--- src/rtl/uart_pkg.sv ---
// Shared UART definitions: receiver/transmitter state encoding and frame width.
package uart_pkg;

  typedef enum logic [2:0] {
    IDLE,
    START,
    DATA,
    STOP,
    WAIT_HIGH
  } uart_state_e;

  localparam int unsigned DATA_BITS = 8;

endpackage

--- src/rtl/uart_receive_rx_sync.sv ---
// Two-flop synchronizer for asynchronous inputs (serial lines, buttons); resets to 1.
module rx_sync (
  input  logic clock,
  input  logic reset,
  input  logic din,
  output logic dout
);

  logic meta;

  always_ff @(posedge clock or negedge reset) begin
    if (!reset) begin
      meta <= 1'b1;
      dout <= 1'b1;
    end else begin
      meta <= din;
      dout <= meta;
    end
  end

endmodule

--- src/rtl/uart_receive.sv ---
// 8N1 UART receiver with mid-bit sampling, level-valid/ack handshake,
// stop-bit framing error pulse and sticky overrun flag.
module uart_receive
  import uart_pkg::*;
#(
  parameter int unsigned clockperbit = 10,
  parameter int unsigned halfbit     = clockperbit / 2
) (
  input  logic                 clock,
  input  logic                 reset,
  input  logic                 rx,
  input  logic                 rxack,
  output logic [DATA_BITS-1:0] rxdata,
  output logic                 rxvalid,
  output logic                 framing_err,
  output logic                 overrun,
  output logic                 busy
);

  localparam int unsigned CW = $clog2(clockperbit);
  localparam int unsigned BW = $clog2(DATA_BITS);

  localparam logic [CW-1:0] HALF_LOAD = CW'(halfbit - 1);
  localparam logic [CW-1:0] BIT_LOAD  = CW'(clockperbit - 1);
  localparam logic [BW-1:0] LAST_BIT  = BW'(DATA_BITS - 1);

  uart_state_e          state;
  logic                 rx_s;
  logic [CW-1:0]        cnt;
  logic [BW-1:0]        bit_idx;
  logic [DATA_BITS-1:0] shreg;

  rx_sync u_rx_sync (
    .clock (clock),
    .reset (reset),
    .din   (rx),
    .dout  (rx_s)
  );

  always_ff @(posedge clock or negedge reset) begin
    if (!reset) begin
      state       <= IDLE;
      cnt         <= '0;
      bit_idx     <= '0;
      shreg       <= '0;
      rxdata      <= '0;
      rxvalid     <= 1'b0;
      framing_err <= 1'b0;
      overrun     <= 1'b0;
      busy        <= 1'b0;
    end else begin
      framing_err <= 1'b0;

      // Ack handling comes first so a byte completing in the same cycle wins.
      if (rxack) begin
        rxvalid <= 1'b0;
        overrun <= 1'b0;
      end

      unique case (state)
        IDLE: begin
          if (!rx_s) begin
            cnt   <= HALF_LOAD;
            state <= START;
            busy  <= 1'b1;
          end
        end

        START: begin
          if (cnt != '0) begin
            cnt <= cnt - 1'b1;
          end else if (rx_s) begin
            state <= IDLE;
            busy  <= 1'b0;
          end else begin
            cnt     <= BIT_LOAD;
            bit_idx <= '0;
            state   <= DATA;
          end
        end

        DATA: begin
          if (cnt != '0) begin
            cnt <= cnt - 1'b1;
          end else begin
            shreg <= {rx_s, shreg[DATA_BITS-1:1]};
            cnt   <= BIT_LOAD;
            if (bit_idx == LAST_BIT) begin
              state <= STOP;
            end else begin
              bit_idx <= bit_idx + 1'b1;
            end
          end
        end

        STOP: begin
          if (cnt != '0) begin
            cnt <= cnt - 1'b1;
          end else if (rx_s) begin
            rxdata  <= shreg;
            rxvalid <= 1'b1;
            if (rxvalid && !rxack) begin
              overrun <= 1'b1;
            end
            state <= IDLE;
            busy  <= 1'b0;
          end else begin
            framing_err <= 1'b1;
            state       <= WAIT_HIGH;
          end
        end

        WAIT_HIGH: begin
          if (rx_s) begin
            state <= IDLE;
            busy  <= 1'b0;
          end
        end

        default: begin
          state <= IDLE;
          busy  <= 1'b0;
        end
      endcase
    end
  end

endmodule

--- config.mk ---
export PLATFORM = sky130hd
export DESIGN_NAME = uart_receive
export DESIGN_NICKNAME = d
export VERILOG_FILES = /design/src/rtl/uart_pkg.sv /design/src/rtl/uart_receive_rx_sync.sv /design/src/rtl/uart_receive.sv
export SDC_FILE = /design/constraint.sdc
export NUM_CORES = 1
export LEC_CHECK = 0
export CAP_MARGIN = 20
export CORE_MARGIN = 4
export CORE_UTILIZATION = 49
export CTS_CLUSTER_SIZE = 25
export DETAILED_ROUTE_END_ITERATION = 8
export GPL_TIMING_DRIVEN = 1
export PLACE_DENSITY = 0.85
export SYNTH_ARGS = -nofsm -noshare
export SYNTH_HDL_FRONTEND = slang
export SYNTH_HIERARCHICAL = 1
export SYNTH_SLANG_ARGS = --single-unit
--- constraint.sdc ---
create_clock -name clock -period 1.8 [get_ports clock]
set_input_delay 0.45 -clock clock [delete_from_list [all_inputs] [get_ports clock]]
set_output_delay 0.45 -clock clock [all_outputs]
set_load 0.03 [all_outputs]
After elaboration in Yosys (flattened, before gate mapping) --
Cells that the tools add are included. W data, S select, Z words.
Storage, ports and cells: flip-flop bits (word level) 32, latch bits 0, RAM bits 0, ROM bits 0, input port bits 4, output and inout port bits 12, word-level logic and storage cells 80, memories 0
Cells by class: $add $sub $neg 2, multiply operators 0, div/mod/pow operators 0, $lt $le $gt $ge 0, eq/ne operators 16, shift-type cells 0, mux-type cells 36, bitwise operators 2, reduce and logical (&&, ||, !) cells 13
Operators with widths (count):
- $mux W3 | 11
- $mux W4 | 5
- $ne A2 B2 Y1 const B | 9
- $pmux W4 S4 | 1
- $mux W1 | 15
- $pmux W3 S5 | 1
- $reduce_bool A4 Y1 | 2
- $eq A3 B2 Y1 const B | 2
- $eq A3 B3 Y1 const B | 2
- $pmux W3 S2 | 1
- $reduce_and A3 Y1 | 2
- $reduce_and A6 Y1 | 1
- $reduce_and A5 Y1 | 1
- $pmux W1 S4 | 1
- $reduce_and A4 Y1 | 1
- $sub A4 B1 Y4 const B | 1
- $add A3 B1 Y3 const B | 1
- $eq A3 B1 Y1 const B | 1
- $logic_not A3 Y1 | 1
- $ne A3 B3 Y1 const B | 1
- $mux W2 | 1
- $ne A2 B1 Y1 const B | 1
- $not A1 Y1 | 2
- $reduce_and A2 Y1 | 1
- 4 further kinds | 4

Logic depth before layout (Yosys ltp) --
Gate-level depths: netlist (run 1).
word-level depth 6, gate-level depth with buffers 7, depth with buffers taken out 6

Hierarchy --
The synthesis (run 1) kept the hierarchy.
Modules (own cells, without submodules):
- uart_receive | times used 1, cells an instance 116, area each 1416.4 µm², sequential area each 750.7 µm²
- rx_sync | times used 1, cells an instance 2, area each 52.6 µm², sequential area each 52.6 µm²

Worst setup path after synthesis (run 1) --
No wires, ideal clock.
path kind register to register, start register cnt[0], end register bit_idx[0], library setup time 0.125 ns, arrival 1.727 ns, required time 1.675 ns, setup slack -0.052 ns, cell stages (with the launch flop) 6, cells stage by stage dfrtp_1 inv_1 ha_1 or3b_1 or3_4 mux2_4
Between the ends: longest elaborated chain between the ends 3
Ends and longest elaborated chain:
- start, declared | RTL line uart_receive.sv:29 | logic [CW-1:0] cnt;
- start signal, assigned | RTL line uart_receive.sv:71 | cnt <= cnt - 1'b1;
- start signal, assigned | RTL line uart_receive.sv:84 | cnt <= cnt - 1'b1;
- start signal, assigned | RTL line uart_receive.sv:98 | cnt <= cnt - 1'b1;
- $reduce_bool A4 Y1 (*) | RTL line uart_receive.sv:70, uart_receive.sv:83
- $ne A2 B2 Y1 (no line)
- $reduce_and A5 Y1 (no line) (*)
- end signal, assigned | RTL line uart_receive.sv:91 | bit_idx <= bit_idx + 1'b1;
- end, declared | RTL line uart_receive.sv:30 | logic [BW-1:0] bit_idx;
Mark *: on every way between the ends. The rest lies on a longest branch, timed or not. A chain may end at the register's enable or synchronous reset.

Final worst setup path (run 1) --
Ends and elaborated chain as after synthesis.

==> qor.csv, run 1 <==
stage,metric,value,unit
detailed_routing,Post-Route WL,2.90,mm
detailed_routing,via count,1015,
die,Core Rows,19,
critical_path,Setup crit start kind,register,
grt,GRT Total Usage,17.2,%
clock_network,cts-stage hold buffer count,0,
yosys,Netlist cell types,40,
die,Initial Util,52.4,%
clock_network,Clock transition at path regs,100,ps
final_layout,Synth-to-Final Area Change,29.0,%
die,Die ar.,3940,um^2
yosys,Yosys reg bits,32,
critical_path,CP required,2020,ps
yosys,Avg Synthesized Cell Area,12.4,um^2
timing,Clock Skews,2.95,ps
timing,Setup-failing EPs final,0,
yosys,Syn Nets,126,
place,DP Cell Count,171,
hold_path,Hold WC Path Type,in -> async,
place,post-detail-place hpwl,2.07,mm
place,Final GP Congestion,0.872,
final_layout,Multi-input gate area,642,um^2
final_layout,Register Area,803,um^2
flow_run,max cap viols,0,
die,I/O pins,16,
power_and_ir_drop,Pleak,0.972,nW
timing,fin. max-slew vios,0,
power_and_ir_drop,Power Density,1330,nW/um^2
detailed_routing,Remaining DRCs,0,
grt,initial antenna violation count,0,
grt,grt ovf,0,
detailed_routing,1st-pass router iterations,4,
critical_path,worst path arrival time,2010,ps
critical_path,CP Class,reg -> reg,
timing,minimum clock period,1780,ps
yosys,cell count after synthesis,118,
run_status,status,finished clean,
final_layout,fin cells,184,
clock_network,Worst-Skew Late Latency,330,ps
yosys,register area share after synthesis,54.7,%
detailed_routing,vias per cell,5.52,
grt,largest net degree at the start of global routing,20,
final_layout,ANT cells,0,
timing,worst rel slew slack,77.7,%
place,I/O Buffers,15,
die,Die W,62.8,um
critical_path,Worst setup EP type,register,
clock_network,htree depth,2,
yosys,async set-reset flop share out of synthesis,100,%
die,core area,2810,um^2
power_and_ir_drop,Peak supply drop,798,uV
final_layout,layout cells sized above 1,39.9,%
clock_network,clock buffer depth,2,
final_layout,Fill cells,207,
clock_network,Sinks on Clock Net,32,
timing,f_max,561,MHz
final_layout,Final nets,160,
timing,unrepaired setup endpoints after global routing,true,
final_layout,most frequent cells in the layout,"dfrtp_1 (30), mux2_2 (17), buf_4 (17)",
timing,final hold slack,329,ps
yosys,Synth warnings,6,
grt,first-pass GRT wire length,5.17,mm
clock_network,Clock Tree Root,clkbuf_4,
yosys,Synth Flop Type,dfrtp_1,
yosys,number of synthesized flops with an enable pin,0,
timing,Worst-Margin Slew,334,ps
final_layout,"most common cell after layout, fill and taps aside",dfrtp_1,
critical_path,worst-path maximum fanout,3,
die,Die H,62.8,um
detailed_routing,Iter 0 DRT Violations,46,
detailed_routing,Detail Route Antenna Nets,0,
yosys,Mapped Area,1470,um^2
detailed_routing,wire per inst,15.7,um
clock_network,CTS Buf Count,5,
clock_network,CTS tree,yes,
timing,Final Cycle Share,99.1,%
grt,vias in the first global route,1032,
timing,final hold violation count,0,
[state kept, by name, summed over array words and instances (netlist names)]
name and cells:
bit_idx 3, busy 1, cnt 4, framing_err 1, overrun 1, rxdata 8
rxvalid 1, shreg 8, state 3, u_rx_sync/dout 1, u_rx_sync/meta 1
[worst max-delay path, stage by stage, from the launching register on]
cell and delay, ps:
dfrtp_1 400, inv_2 90, ha_4 150, or3b_4 380
or3_4 350, mux2_4 300
[kinds of logic (layout without fill, tap and decap cells)]
logic type               after synthesis  in the layout  share of synthesized area, %
AO/OA/AOI/OAI                         21             21                          10.1
AND/OR/NAND/NOR                       26             26                          11.8
XOR/XNOR                               1              1                         0.596
multiplexers                          19             19                          14.7
adder cells (fa/ha/maj)                5              5                          4.09
flip-flops                            32             32                          54.7
buffers and inverters                 14             49                          4.00
[power by group]
group / internal, W / total (W) / switching [W] / leakage (nW)
clock network: 0.000369 / 0.000605 / 0.000236 / 0.0515
logic: 0.000494 / 0.000940 / 0.000445 / 0.500
registers: 0.000851 / 0.000970 / 0.000119 / 0.420
total: 0.00171 / 0.00251 / 0.000801 / 0.972
[metal layers]
metal | share of wire (%) | global-route usage, % | up-vias | wire length (um)
met5 | 0 | 0 | - | 0
met4 | 1.7 | 9.09 | 0 | 48
met3 | 3.9 | 5.04 | 5 | 112
met2 | 51 | 27.7 | 19 | 1490
met1 | 43 | 20.7 | 495 | 1250
li1 | - | - | 496 | -
[path summary, 6_finish.rpt]
kind / slack (ps) / from / depth (start not counted) / to
worst max-delay path: 20 / cnt[0] / 5 / bit_idx[0]
worst min-delay path: 330 / reset / 1 / rxdata[0]
worst max register to register: 20 / cnt[0] / 5 / bit_idx[0]
worst min register to register: 360 / u_rx_sync/meta / 0 / u_rx_sync/dout
max in group asynchronous: 960 / reset / 2 / rxdata[4]
min in group clock: 360 / u_rx_sync/meta / 0 / u_rx_sync/dout
[metrics by stage]
step / cell area (um^2) / utilization, % / setup TNS, ps / total power [W] / worst slack [ps]
5_1_grt: 1900 / 67.6 / -21.1 / 0.00271 / -21.1
6_report: 1900 / 67.6 / 0 / 0.00251 / 16.4
3_3_place_gp: 1750 / 62.4 / -20.0 / 0.00180 / -20.0
2_1_floorplan: 1480 / - / 0 / 0.00156 / 1.64
4_1_cts: 1840 / 65.6 / -32.1 / 0.00247 / -32.1
3_5_place_dp: 1750 / 62.4 / -75.5 / 0.00185 / -75.5
[Yosys cell counts, types with 2 or more instances]
library cell,n,area share [%]
a21oi_1,4,1.4
a22o_2,2,1.4
a31oi_1,2,0.85
buf_2,2,0.68
clkbuf_1,3,0.77
dfrtp_1,30,51
dfstp_2,2,3.6
ha_1,4,3.4
inv_1,8,2.0
mux2_2,17,13
nand2_1,2,0.51
nor2_1,7,1.8
nor3_1,3,1.0
o21ai_0,2,0.68
o22ai_1,3,1.3
or2_2,2,0.85
or3_1,2,0.85
[repair_timing]
action / 4_1_cts / 5_1_grt
setup endpoints to repair: 12 / 4
pin swaps: 0 / 2
resized for setup: 13 / 6
hold endpoints to repair: 0 / 0
setup buffers: 1 / 4
[final cells by class]
class                   count  share of cell area (%)
flip-flops and latches     32                    42.4
multi-input cells          72                    33.9
repair buffers             33                    15.1
clock buffers               7                    3.43
well taps                  31                    2.05
clock inverters             1                    1.58
inverters                   8                    1.58
No activity file was read; power rests on OpenSTA's default activity.
==> run 2, diff against run 1 <==
--- a/config.mk
+++ b/config.mk
@@ -5,10 +5,11 @@
 export SDC_FILE = /design/constraint.sdc
 export NUM_CORES = 1
 export LEC_CHECK = 0
+export ABC_CLOCK_PERIOD_IN_PS = 1800
 export CAP_MARGIN = 20
+export CORE_ASPECT_RATIO = 0.8
 export CORE_MARGIN = 4
 export CORE_UTILIZATION = 49
-export CTS_CLUSTER_SIZE = 25
 export DETAILED_ROUTE_END_ITERATION = 8
 export GPL_TIMING_DRIVEN = 1
 export PLACE_DENSITY = 0.85
==> run 2 against run 1 <==
Non-clock buffer count shrank 4. Critical path type unchanged. Sequential share of layout area decreased by 0.25 points. Largest cell class unchanged. Critical endpoint is now shreg[4]. Power down 1.0%. Final area is 0.59% higher. Largest power group unchanged. Combinational power is 2% lower.
==> qor.csv, run 2 (synthesized netlist as in run 1, its figures left out) <==
stage,metric,value,unit,change
run_status,status,finished clean,,unchanged
power_and_ir_drop,sequential share of power,39.9,%,was 38.6%
critical_path,RR Startpoint,cnt[0],,unchanged
detailed_routing,vias per cell,5.41,,was 5.52
critical_path,worst path cell trace,inv_2 -> ha_4 -> buf_4 -> nand4bb_4 -> or3_4 -> buf_6 -> mux2_2,,was inv_2 -> ha_4 -> or3b_4 -> or3_4 -> mux2_4
die,Die H,57.0,um,was 62.8 um
place,I/O Buffers,15,,unchanged
timing,final hold violation count,0,,unchanged
detailed_routing,1st-pass router iterations,4,,unchanged
power_and_ir_drop,Power Density,1310,nW/um^2,was 1330 nW/um^2
timing,Worst-Margin Slew,393,ps,was 334 ps
die,I/O pins,16,,unchanged
final_layout,ANT cells,0,,unchanged
final_layout,most frequent cells in the layout,"dfrtp_1 (30), mux2_2 (17), buf_4 (12)",,"was dfrtp_1 (30), mux2_2 (17), buf_4 (17)"
detailed_routing,Iter 0 DRT Violations,13,,was 46
final_layout,Final nets,156,,was 160
power_and_ir_drop,internal power,0.00164,W,was 0.00171 W
die,core area,2810,um^2,about the same
clock_network,cts-stage hold buffer count,0,,unchanged
critical_path,Setup crit start kind,register,,unchanged
detailed_routing,wire per inst,16.6,um,was 15.7 um
final_layout,design area,1910,um^2,was 1900 um^2
timing,final hold slack,366,ps,was 329 ps
hold_path,hold path start,u_rx_sync/meta,,
clock_network,CTS tree,yes,,unchanged
clock_network,clock buffer depth,2,,unchanged
critical_path,CP required,1970,ps,was 2020 ps
timing,Setup-failing EPs final,0,,unchanged
clock_network,CTS Buf Count,5,,unchanged
power_and_ir_drop,PnR Total Power,0.00249,W,was 0.00251 W
power_and_ir_drop,NetSw,0.000844,W,was 0.000801 W
die,Die W,69.2,um,was 62.8 um
grt,grt ovf,0,,unchanged
timing,fin. max-slew vios,0,,unchanged
grt,GRT Total Usage,18.1,%,was 17.2%
final_layout,layout cells sized above 1,37.6,%,was 39.9%
detailed_routing,Detail Route Antenna Nets,0,,unchanged
critical_path,worst-path maximum fanout,9,,was 3
clock_network,Clock transition at path regs,60,ps,was 100 ps
clock_network,htree depth,2,,unchanged
timing,Clock Skews,7.89,ps,was 2.95 ps
final_layout,Register Area,803,um^2,unchanged
final_layout,"most common cell after layout, fill and taps aside",dfrtp_1,,unchanged
timing,worst rel slew slack,73.8,%,was 77.7%
critical_path,CP peak stage delay,400,ps,about the same
place,Post-DP Area,1750,um^2,about the same
final_layout,Synth-to-Final Area Change,29.8,%,was 29.0%
clock_network,Worst-Skew Late Latency,290,ps,was 330 ps
die,Initial Util,52.3,%,was 52.4%
die,Die ar.,3940,um^2,about the same
power_and_ir_drop,sw frac,33.9,%,was 31.8%
grt,vias in the first global route,1135,,was 1032
flow_run,max cap viols,0,,unchanged
detailed_routing,Remaining DRCs,0,,unchanged
timing,Final Cycle Share,98.4,%,was 99.1%
critical_path,cell family with most CP delay,simple AND/OR/NAND/NOR gates,,unchanged
critical_path,Register-to-Register Path Depth,7,,was 5
critical_path,Worst Path Buf+Inv,3,,was 1
grt,initial antenna violation count,0,,unchanged
power_and_ir_drop,Comb power frac,37.1,%,was 37.4%
final_layout,Fill cells,209,,was 207
critical_path,CP max stage cell,dfrtp_1,,unchanged
detailed_routing,via count,1012,,was 1015
timing,unrepaired setup endpoints after global routing,true,,unchanged
grt,first-pass GRT wire length,5.46,mm,was 5.17 mm
place,Final GP Congestion,0.785,,was 0.872
critical_path,CP Class,reg -> reg,,unchanged
power_and_ir_drop,Pleak,0.930,nW,was 0.972 nW
place,post-detail-place hpwl,2.11,mm,was 2.07 mm
clock_network,Sinks on Clock Net,32,,unchanged
detailed_routing,Post-Route WL,3.11,mm,was 2.90 mm
die,Core Rows,17,,was 19
timing,Fin Setup TNS,0,ps,unchanged
timing,f_max,564,MHz,was 561 MHz
power_and_ir_drop,Clock power frac,23.0,%,was 24.0%
hold_path,Hold Path Depth,0,,
timing,minimum clock period,1770,ps,was 1780 ps
hold_path,Hold WC Path Type,reg -> reg,,was in -> async
critical_path,worst path arrival time,1950,ps,was 2010 ps
hold_path,Min-Delay Endpoint,u_rx_sync/dout,,
critical_path,reg2reg setup slack,30,ps,was 20 ps
power_and_ir_drop,Peak supply drop,1080,uV,was 798 uV
final_layout,Multi-input gate area,658,um^2,was 642 um^2
critical_path,reg-to-reg endpoint,shreg[4],,was bit_idx[0]
clock_network,Clock Tree Root,clkbuf_8,,was clkbuf_4
final_layout,Top Registers,"rxdata x8, shreg x8, cnt x4",,unchanged
grt,largest net degree at the start of global routing,33,,was 20
critical_path,Worst setup EP type,register,,unchanged
## run 2: layer usage
layer	vias to the layer above	GRT usage, %	part of all wire (%)
met3	10	4.93	3.5
li1	482	-	-
met5	-	0	0
met1	505	20.9	42
met2	15	30.8	51
met4	0	10.0	2.7
## run 2: timing repair
| item | 4_1_cts | 5_1_grt |
|---|---|---|
| pin swaps | 1 | 2 |
| endpoints found under the setup margin | 2 | 26 |
| setup buffers | 1 | 1 |
| resized for setup | 6 | 9 |
| gates cloned | 0 | 0 |
## run 2: final cells by class
| class | count | share of cell area, % |
|---|---|---|
| Clock buffer | 8 | 4.72 |
| Inverter | 8 | 1.57 |
| Multi-Input combinational cell | 72 | 34.5 |
| Sequential cell | 32 | 42.1 |
| Tap cell | 38 | 2.49 |
| Timing Repair Buffer | 29 | 14.6 |
## run 2: how the worst max path moves through the flow
stage,from,end,slack (ps),cells after the start
CTS,cnt[0],bit_idx[0],-4,5
detailed placement,cnt[1],bit_idx[0],-50,5
global placement,cnt[1],bit_idx[0],0.1,5
floorplan,cnt[0],bit_idx[0],2,5
finish,cnt[0],shreg[4],30,7
global route,cnt[0],shreg[7],-40,7
## run 2: through the flow
stage / setup WS [ps] / util [%] / cells
global placement: 0.149 / 62.4 / 177
CTS: -4.31 / 66.2 / 186
floorplan: 1.64 / - / 118
global route: -36.0 / 67.9 / 187
detailed placement: -52.6 / 62.4 / 177
finish: 28.1 / 67.9 / 187
## run 2: power groups by stage
stage / Combinational (W) / Sequential (W) / Clock (W)
6_report: 0.000924 / 0.000992 / 0.000572
5_1_grt: 0.00103 / 0.00101 / 0.000607
3_5_place_dp: 0.000869 / 0.000986 / 0
3_3_place_gp: 0.000814 / 0.000976 / 0
2_1_floorplan: 0.000568 / 0.000993 / 0
4_1_cts: 0.000895 / 0.000983 / 0.000577
